--- src/rtl/mem_writer_if.sv ---
// Byte-stream in / memory-write out bus of mem_writer.
// master = stream source and memory side, slave = mem_writer.
interface mem_writer_if #(
   parameter int unsigned DATA_WIDTH = 32,
   parameter int unsigned ADDR_WIDTH = 8
);
   logic                  start;
   logic [ADDR_WIDTH-1:0] base_addr;
   logic [ADDR_WIDTH:0]   count;
   logic [7:0]            in_data;
   logic                  in_valid;
   logic                  in_ready;
   logic                  mem_we;
   logic [ADDR_WIDTH-1:0] mem_addr;
   logic [DATA_WIDTH-1:0] mem_wdata;
   logic                  busy;
   logic                  done;
   logic [7:0]            checksum;

   modport master (
      output start, base_addr, count, in_data, in_valid,
      input  in_ready, mem_we, mem_addr, mem_wdata, busy, done, checksum
   );

   modport slave (
      input  start, base_addr, count, in_data, in_valid,
      output in_ready, mem_we, mem_addr, mem_wdata, busy, done, checksum
   );
endinterface

--- src/rtl/mem_writer.sv ---
// Assembles a byte stream little-endian into words and writes them to consecutive addresses.
// Optional running byte checksum: define MEM_WRITER_CHECKSUM_EN.
module mem_writer #(
   parameter int unsigned DATA_WIDTH = 32,
   parameter int unsigned ADDR_WIDTH = 8
) (
   input logic          clk,
   input logic          reset,
   mem_writer_if.slave  bus
);
   localparam int unsigned BPW   = DATA_WIDTH / 8;
   localparam int unsigned IDX_W = (BPW > 1) ? $clog2(BPW) : 1;
   localparam int unsigned CNT_W = ADDR_WIDTH + 1;

   typedef enum logic [1:0] {IDLE, COLLECT, WRITE, DONE} state_t;

   state_t                state_q, state_d;
   logic [ADDR_WIDTH-1:0] addr_q, addr_d;
   logic [CNT_W-1:0]      remain_q, remain_d;
   logic [DATA_WIDTH-1:0] word_q, word_d;
   logic [IDX_W-1:0]      idx_q, idx_d;
   logic                  in_ready_q, mem_we_q, busy_q, done_q;
   logic                  in_ready_d, mem_we_d, busy_d, done_d;
`ifdef MEM_WRITER_CHECKSUM_EN
   logic [7:0]            csum_q, csum_d;
`endif

   // Next-state and datapath; status outputs are registered from the next state
   always_comb begin
      state_d  = state_q;
      addr_d   = addr_q;
      remain_d = remain_q;
      word_d   = word_q;
      idx_d    = idx_q;
`ifdef MEM_WRITER_CHECKSUM_EN
      csum_d   = csum_q;
`endif
      case (state_q)
         IDLE: begin
            if (bus.start) begin
               addr_d   = bus.base_addr;
               remain_d = bus.count;
               idx_d    = '0;
`ifdef MEM_WRITER_CHECKSUM_EN
               csum_d   = 8'h00;
`endif
               state_d  = (bus.count == '0) ? DONE : COLLECT;
            end
         end
         COLLECT: begin
            if (bus.in_valid) begin
               for (int unsigned k = 0; k < BPW; k++) begin
                  if (idx_q == IDX_W'(k)) word_d[8*k +: 8] = bus.in_data;
               end
`ifdef MEM_WRITER_CHECKSUM_EN
               csum_d = csum_q + bus.in_data;
`endif
               if (idx_q == IDX_W'(BPW - 1)) begin
                  idx_d   = '0;
                  state_d = WRITE;
               end else begin
                  idx_d = idx_q + IDX_W'(1);
               end
            end
         end
         WRITE: begin
            remain_d = remain_q - CNT_W'(1);
            if (remain_q == CNT_W'(1)) begin
               state_d = DONE;
            end else begin
               // Address wraps naturally at 2^ADDR_WIDTH
               addr_d  = addr_q + ADDR_WIDTH'(1);
               state_d = COLLECT;
            end
         end
         DONE:    state_d = IDLE;
         default: state_d = IDLE;
      endcase

      in_ready_d = (state_d == COLLECT);
      mem_we_d   = (state_d == WRITE);
      busy_d     = (state_d == COLLECT) || (state_d == WRITE);
      done_d     = (state_d == DONE);
   end

   always_ff @(posedge clk or posedge reset) begin
      if (reset) begin
         state_q    <= IDLE;
         addr_q     <= '0;
         remain_q   <= '0;
         word_q     <= '0;
         idx_q      <= '0;
         in_ready_q <= 1'b0;
         mem_we_q   <= 1'b0;
         busy_q     <= 1'b0;
         done_q     <= 1'b0;
`ifdef MEM_WRITER_CHECKSUM_EN
         csum_q     <= 8'h00;
`endif
      end else begin
         state_q    <= state_d;
         addr_q     <= addr_d;
         remain_q   <= remain_d;
         word_q     <= word_d;
         idx_q      <= idx_d;
         in_ready_q <= in_ready_d;
         mem_we_q   <= mem_we_d;
         busy_q     <= busy_d;
         done_q     <= done_d;
`ifdef MEM_WRITER_CHECKSUM_EN
         csum_q     <= csum_d;
`endif
      end
   end

   assign bus.in_ready  = in_ready_q;
   assign bus.mem_we    = mem_we_q;
   assign bus.mem_addr  = addr_q;
   assign bus.mem_wdata = word_q;
   assign bus.busy      = busy_q;
   assign bus.done      = done_q;
`ifdef MEM_WRITER_CHECKSUM_EN
   assign bus.checksum  = csum_q;
`else
   assign bus.checksum  = 8'h00;
`endif
endmodule

--- src/flat_wrapper.sv ---
// flat-port wrapper written by rule: the top's interface ports become plain ports
module mem_writer_flat 
#(
   parameter int unsigned DATA_WIDTH = 32,
   parameter int unsigned ADDR_WIDTH = 8
)
  (clk, reset, bus_start, bus_base_addr, bus_count, bus_in_data, bus_in_valid, bus_in_ready, bus_mem_we, bus_mem_addr, bus_mem_wdata, bus_busy, bus_done, bus_checksum);
  mem_writer_if #(.DATA_WIDTH(DATA_WIDTH), .ADDR_WIDTH(ADDR_WIDTH)) bus_i ();
  input logic clk;
  input logic reset;
  input wire logic [$bits(bus_i.start)-1:0] bus_start;
  input wire logic [$bits(bus_i.base_addr)-1:0] bus_base_addr;
  input wire logic [$bits(bus_i.count)-1:0] bus_count;
  input wire logic [$bits(bus_i.in_data)-1:0] bus_in_data;
  input wire logic [$bits(bus_i.in_valid)-1:0] bus_in_valid;
  output wire logic [$bits(bus_i.in_ready)-1:0] bus_in_ready;
  output wire logic [$bits(bus_i.mem_we)-1:0] bus_mem_we;
  output wire logic [$bits(bus_i.mem_addr)-1:0] bus_mem_addr;
  output wire logic [$bits(bus_i.mem_wdata)-1:0] bus_mem_wdata;
  output wire logic [$bits(bus_i.busy)-1:0] bus_busy;
  output wire logic [$bits(bus_i.done)-1:0] bus_done;
  output wire logic [$bits(bus_i.checksum)-1:0] bus_checksum;
  assign bus_i.start = bus_start;
  assign bus_i.base_addr = bus_base_addr;
  assign bus_i.count = bus_count;
  assign bus_i.in_data = bus_in_data;
  assign bus_i.in_valid = bus_in_valid;
  assign bus_in_ready = bus_i.in_ready;
  assign bus_mem_we = bus_i.mem_we;
  assign bus_mem_addr = bus_i.mem_addr;
  assign bus_mem_wdata = bus_i.mem_wdata;
  assign bus_busy = bus_i.busy;
  assign bus_done = bus_i.done;
  assign bus_checksum = bus_i.checksum;
  mem_writer #(.DATA_WIDTH(DATA_WIDTH), .ADDR_WIDTH(ADDR_WIDTH)) u_core (.clk(clk), .reset(reset), .bus(bus_i));
endmodule
--- config.mk ---
export PLATFORM = sky130hd
export DESIGN_NAME = mem_writer_flat
export DESIGN_NICKNAME = d
export VERILOG_FILES = /design/src/rtl/mem_writer_if.sv /design/src/rtl/mem_writer.sv /design/src/flat_wrapper.sv
export SDC_FILE = /design/constraint.sdc
export NUM_CORES = 1
export LEC_CHECK = 0
export BUFFER_PORTS_ARGS = -buffer_cell sky130_fd_sc_hd__buf_2
export CAP_MARGIN = 40
export CORE_UTILIZATION = 45
export DETAILED_ROUTE_END_ITERATION = 8
export GPL_TIMING_DRIVEN = 0
export PLACE_DENSITY = 0.76
export SYNTH_ARGS = -nofsm -noshare
export SYNTH_HDL_FRONTEND = slang
export SYNTH_SLANG_ARGS = --single-unit
--- constraint.sdc ---
create_clock -name clk -period 5.7 [get_ports clk]
set_clock_uncertainty 0.1 [all_clocks]
set_input_delay 0.285 -clock clk [delete_from_list [all_inputs] [get_ports clk]]
set_output_delay 0.285 -clock clk [all_outputs]
set_load 0.01 [all_outputs]
# Word level (Yosys, flattened, before mapping)
# Cells that the tools add are included.
# op_classes
add_sub_neg	3
n_mul	0
div	0
order_cmp	0
eq_ne	13
n_shift	0
mux	15
bitwise	0
reduce_logical	13
# ops
op	n
$pmux W9 S2	1
$reduce_and A3 Y1	6
$mux W2	8
$mux W8	2
$pmux W8 S2	1
$eq A2 B2 Y1 const B	6
$eq A9 B1 Y1 const B	1
$logic_not A9 Y1	1
$mux W9	1
$sub A9 B1 Y9 const B	1
$add A8 B1 Y8 const B	1
$pmux W2 S4	1
$eq A2 B1 Y1 const B	3
$ne A2 B2 Y1 const B	3
$logic_not A2 Y1	2
$pmux W2 S2	1
$reduce_bool A2 Y1	2
$add A2 B1 Y2 const B	1
$reduce_and A2 Y1	1
$logic_or A1 B1 Y1	1
# word_totals
regBits	57
latchBits	0
ramBits	0
mem_bits_ro	0
input_bits	29
out_inout_bits	52
elab_cells	56
mem_count	0

# Longest topological paths before layout
# depth
depth_word	6
ltp_mapped	7
mapped_depth_nobuf	7

# Worst setup path after synthesis
# OpenSTA, ideal clock, no wires.
# synth_timing
path_type	register to register
from	reg u_core.remain_q[0]
to	reg u_core.remain_q[8]
setup_time_ns	0.121
arrival_time_ns	1.656
required_ns	5.479
slack_ns	3.822
path_stages_with_launch	7
n_path_buf	0
synth_period_minus_slack_ns	1.878
cell_sequence	dfrtp_1 -> inv_1 -> ha_1 -> or3b_2 -> nor3_1 -> a41oi_1 -> o22a_1
# synth_between
elab_chain_cells	2
# synth_lines
element	line	source
from (decl)	mem_writer.sv:19	logic [CNT_W-1:0] remain_q, remain_d;
from (signal assigned)	mem_writer.sv:103	remain_q <= remain_d;
$sub A9 B1 Y9	mem_writer.sv:67	remain_d = remain_q - CNT_W'(1);
$pmux W9 S2	mem_writer.sv:38	case (state_q)
# Every way passes these cells.
# A chain may end at the register's enable or synchronous reset.

# Worst setup path in the final report
# layout_timing
from	reg u_core.state_q[1]
to	reg u_core.in_ready_q (netlist: u_core.bus.in_ready)
# layout_between
word_cells_on_any_way	9
cone_classes	4 x eq/ne; 4 x mux; 1 x reduce/logical
# layout_lines
element	line	source
from (decl)	mem_writer.sv:17	state_t state_q, state_d;
from (signal assigned)	mem_writer.sv:101	state_q <= state_d;
$eq A2 B2 Y1, or another cell as far along	mem_writer.sv:38	
$pmux W2 S4 (*)	mem_writer.sv:38	
named net u_core.state_d[0]	mem_writer.sv:17	
$eq A2 B1 Y1 (*)	mem_writer.sv:80	in_ready_d = (state_d == COLLECT);
named net u_core.in_ready_d	mem_writer.sv:23	logic in_ready_d, mem_we_d, busy_d, done_d;
to (signal assigned)	mem_writer.sv:106	in_ready_q <= in_ready_d;
to (decl)	mem_writer.sv:22	logic in_ready_q, mem_we_q, busy_q, done_q;
# The timed path passes the listed nets; every way through them passes the cells marked *.

==> results by group <==
Routing
  – Final wirelength: 6.40 mm
  – Routed Antenna Nets: 0
  – Detail-routed via count per cell: 5.32
  – Initial DRT Pass Iterations: 4
  – DR DRC count: 0
  – Routed len/inst: 15.1 um
  – 1st-iter DRT viols: 91
  – Via count: 2250

Clock network
  – CTS Buf Count: 9
  – Clk sinks: 57
  – CTS Buffer Depth: 2
  – Clock-pin slew on the worst setup and hold paths: 0.07 ns
  – Clock Latency Late Sink: 0.34 ns
  – H-tree Lvls: 3
  – CTS tree: built
  – Root Buffer: clkbuf_8

Synth
  – Adder-Cell Fraction of Synth Area: 0.0450
  – Multiplexer share of the synthesized area: 0.133
  – Mapped Area: 2780 um2
  – Average cell area after synthesis: 11.1 um2
  – Syn. warnings: 0
  – Synth area leader: dfrtp_1
  – Post-synthesis xor/xnor area fraction: 0
  – Main combinational cell family by area after synthesis: multiplexers
  – Sequential area share after synthesis: 0.513
  – Distinct cells, synth: 44
  – Complex-gate fraction of the synthesized area: 0.131
  – Largest cells by area after synthesis: dfrtp_1, mux2_2, ha_1, nand2_1, a21oi_1
  – Post-synthesis simple-gate area fraction: 0.121
  – Cells after Synth: 251
  – Synth top area share: 0.513
  – Synthesized flop and latch total: 57

Worst setup path
  – CP cell instances: buf_2, clkbuf_1, buf_1, a21oi_1, a21oi_1, inv_1, ha_1
  – Critical Path End Type: register
  – Worst EP required: 5.82 ns
  – Critical path fanouts, max: 10
  – Most used cell, CP: a21oi_1
  – CP Launch Type: register
  – CP arrival: 2.27 ns
  – FF-to-FF path depth: 7
  – R2r endpoint: u_core.bus.in_ready
  – Critical path class: register to register
  – Slowest cell on the critical path: buf_1
  – R2R Setup Slk: 3.55 ns
  – FF-to-FF Start: u_core.state_q[1]
  – Crit path largest cell delay: 0.42 ns

Run status
  – Outcome: completed

Timing
  – Hold Fails Final Rpt: 0
  – RSZ-0062 raised after global routing: false
  – Worst slew margin: 0.642
  – PnR worst setup slack: 3.55 ns
  – Slew Limit Fails: 0
  – Fmax: 0.466 GHz
  – Minimum clock period: 2.15 ns
  – Post-route setup TNS: 0 ns
  – # setup viols final: 0
  – Tcrit/Tclk final: 0.377
  – Transition time of the tightest slew-check pin: 0.536 ns

Power and ir drop
  – Worst VDD drop: 0.290 mV
  – Design Power: 1.80 mW
  – Power density over the cells: 517 nW/um2
  – Static leakage: 1.65 nW

Floorplan
  – Chip Height: 80.6 um
  – Row count: 28
  – Core area: 5960 um2
  – IO Pins: 81
  – Initial Util: 0.467
  – Die Area: 6500 um2
  – Die width: 80.6 um

Final layout
  – Fin util: 0.584
  – Layout net count: 382
  – Diode count: 0
  – Share of cells above drive strength 1: 0.391
  – P&R area growth vs syn: 25.1%

Placement
  – Post-DP HPWL: 4.64 mm
  – Input/output buffers: 72
  – Gpl congestion: 0.883
  – Place WS: 3.56 ns

Worst hold path
  – Hold path start: bus_base_addr[0]
  – Hold-critical path depth: 3
  – Worst Hold Class: primary input to register
  – Hold path endpoint: u_core.bus.mem_addr[0]

Global routing
  – GR Util All Layers: 0.218
  – Overflow after GRT: 0
  – Pin count of the biggest net entering global routing: 35
  – Initial antenna violation count: 0
  – Vias in the first global route: 2294
  – First-pass GRT wire length: 10.5 mm

Run
  – Max_cap viols: 0
[report_power, final]
part	leakage [nW]	switching, mW	internal (mW)
combinational	0.876	0.362	0.339
sequential	0.677	0.141	0.596
clock	0.0998	0.161	0.199
[cells by family after synthesis]
logic type	count (synthesis)
AOI/OAI and AO/OA	55
adders and majority gates	10
and+or+nand+nor	66
buffers and inverters	29
muxes	33
DFF	57
other	1
[area by class of cell]
class / count / area [um2]
fill: 532 / 2480
sequential: 57 / 1430
multi-input combinational: 172 / 1230
timing repair buffer: 74 / 390
clock buffer: 10 / 128
buffer: 17 / 110
tap: 75 / 93.8
clock inverter: 6 / 58.8
inverter: 12 / 45.0
[metal layers]
metal	vias to the layer above	wire length (um)	track usage
met5	-	0	0
met4	0	34	0.0679
met3	4	579	0.106
met2	102	3140	0.364
met1	1066	2650	0.244
li1	1078	-	-
[cell usage in the layout, fill, tap and decap left out, types with 2 or more instances in the layout]
cell type and count:
o22ai_1 2, nand3_1 12, conb_1 8, o211ai_1 2
nor2_1 12, nand2b_1 3, or4_1 2, nor3_1 3
ha_1 10, nor4_1 3, dfrtp_1 57, nand2_1 19
o31a_1 2, clkbuf_1 6, a21oi_1 14, nand3b_1 2
clkbuf_8 9, o31ai_1 2, a22o_1 3, buf_2 73
clkinv_2 4, mux2_2 32, a22oi_1 2, a31oi_1 5
o21bai_1 2, buf_6 2, buf_4 8, inv_1 11
o21ai_0 10, nand4_1 2, o22a_1 6
[how the worst max path moves through the flow]
| stage | from | cells after the start | to |
|---|---|---|---|
| 2_1_floorplan | u_core.remain_q[0] | 6 | u_core.remain_q[8] |
| 3_3_place_gp | reset | 2 | u_core.bus.mem_wdata[21] |
| 3_5_place_dp | u_core.state_q[1] | 7 | u_core.bus.done |
| 4_1_cts | u_core.state_q[1] | 7 | u_core.bus.in_ready |
| 5_1_grt | u_core.state_q[1] | 7 | u_core.bus.done |
| 6_report | u_core.state_q[1] | 7 | u_core.bus.in_ready |
[worst max-delay path: cells and delay by family, from the launching register on]
family | cells | cell delay, ns
buffers and inverters | 4 | 1.07
AO/OA/AOI/OAI | 2 | 0.34
flip-flops | 1 | 0.32
adder cells (fa/ha/maj) | 1 | 0.20
[state kept, by name (all words and copies together) (netlist names)]
| name | count |
|---|---|
| u_core.bus.busy | 1 |
| u_core.bus.done | 1 |
| u_core.bus.in_ready | 1 |
| u_core.bus.mem_addr | 8 |
| u_core.bus.mem_wdata | 32 |
| u_core.bus.mem_we | 1 |
| u_core.idx_q | 2 |
| u_core.remain_q | 9 |
| u_core.state_q | 2 |
[what timing repair did]
action	CTS	global route
setup buffers	0	0
hold endpoints to repair	23	0
resized for setup	0	0
hold buffers	1	0
[metrics by stage]
| step | instances | instance area (um2) | hold WS [ns] |
|---|---|---|---|
| floorplan | 258 | 2810 | 0.318 |
| global placement | 405 | 3260 | 0.383 |
| detailed placement | 406 | 3280 | 0.273 |
| CTS | 423 | 3480 | 0.0527 |
| global route | 423 | 3480 | 0.0503 |
| finish | 423 | 3480 | 0.0678 |
[cell usage after synthesis (all sizes together)]
cell / number
nor4: 3
inv: 12
conb: 1
o21ba: 1
or3b: 1
nand3b: 2
o21bai: 2
nand2b: 3
dfrtp: 57
a22o: 3
o21ai: 10
and3b: 1
o31a: 2
a31oi: 5
nand2: 19
nand3: 12
a21oi: 14
clkbuf: 5
or4: 2
a41oi: 1
nor3: 3
o22a: 7
nor3b: 1
o31ai: 2
a32oi: 1
ha: 10
nor2: 12
a22oi: 2
o211ai: 2
nor4b: 1
or4b: 1
buf: 12
mux2: 32
nand4: 2
o21a: 1
or3: 2
nor2b: 1
mux2i: 1
o22ai: 2
Power figures use the tool's default switching activity.
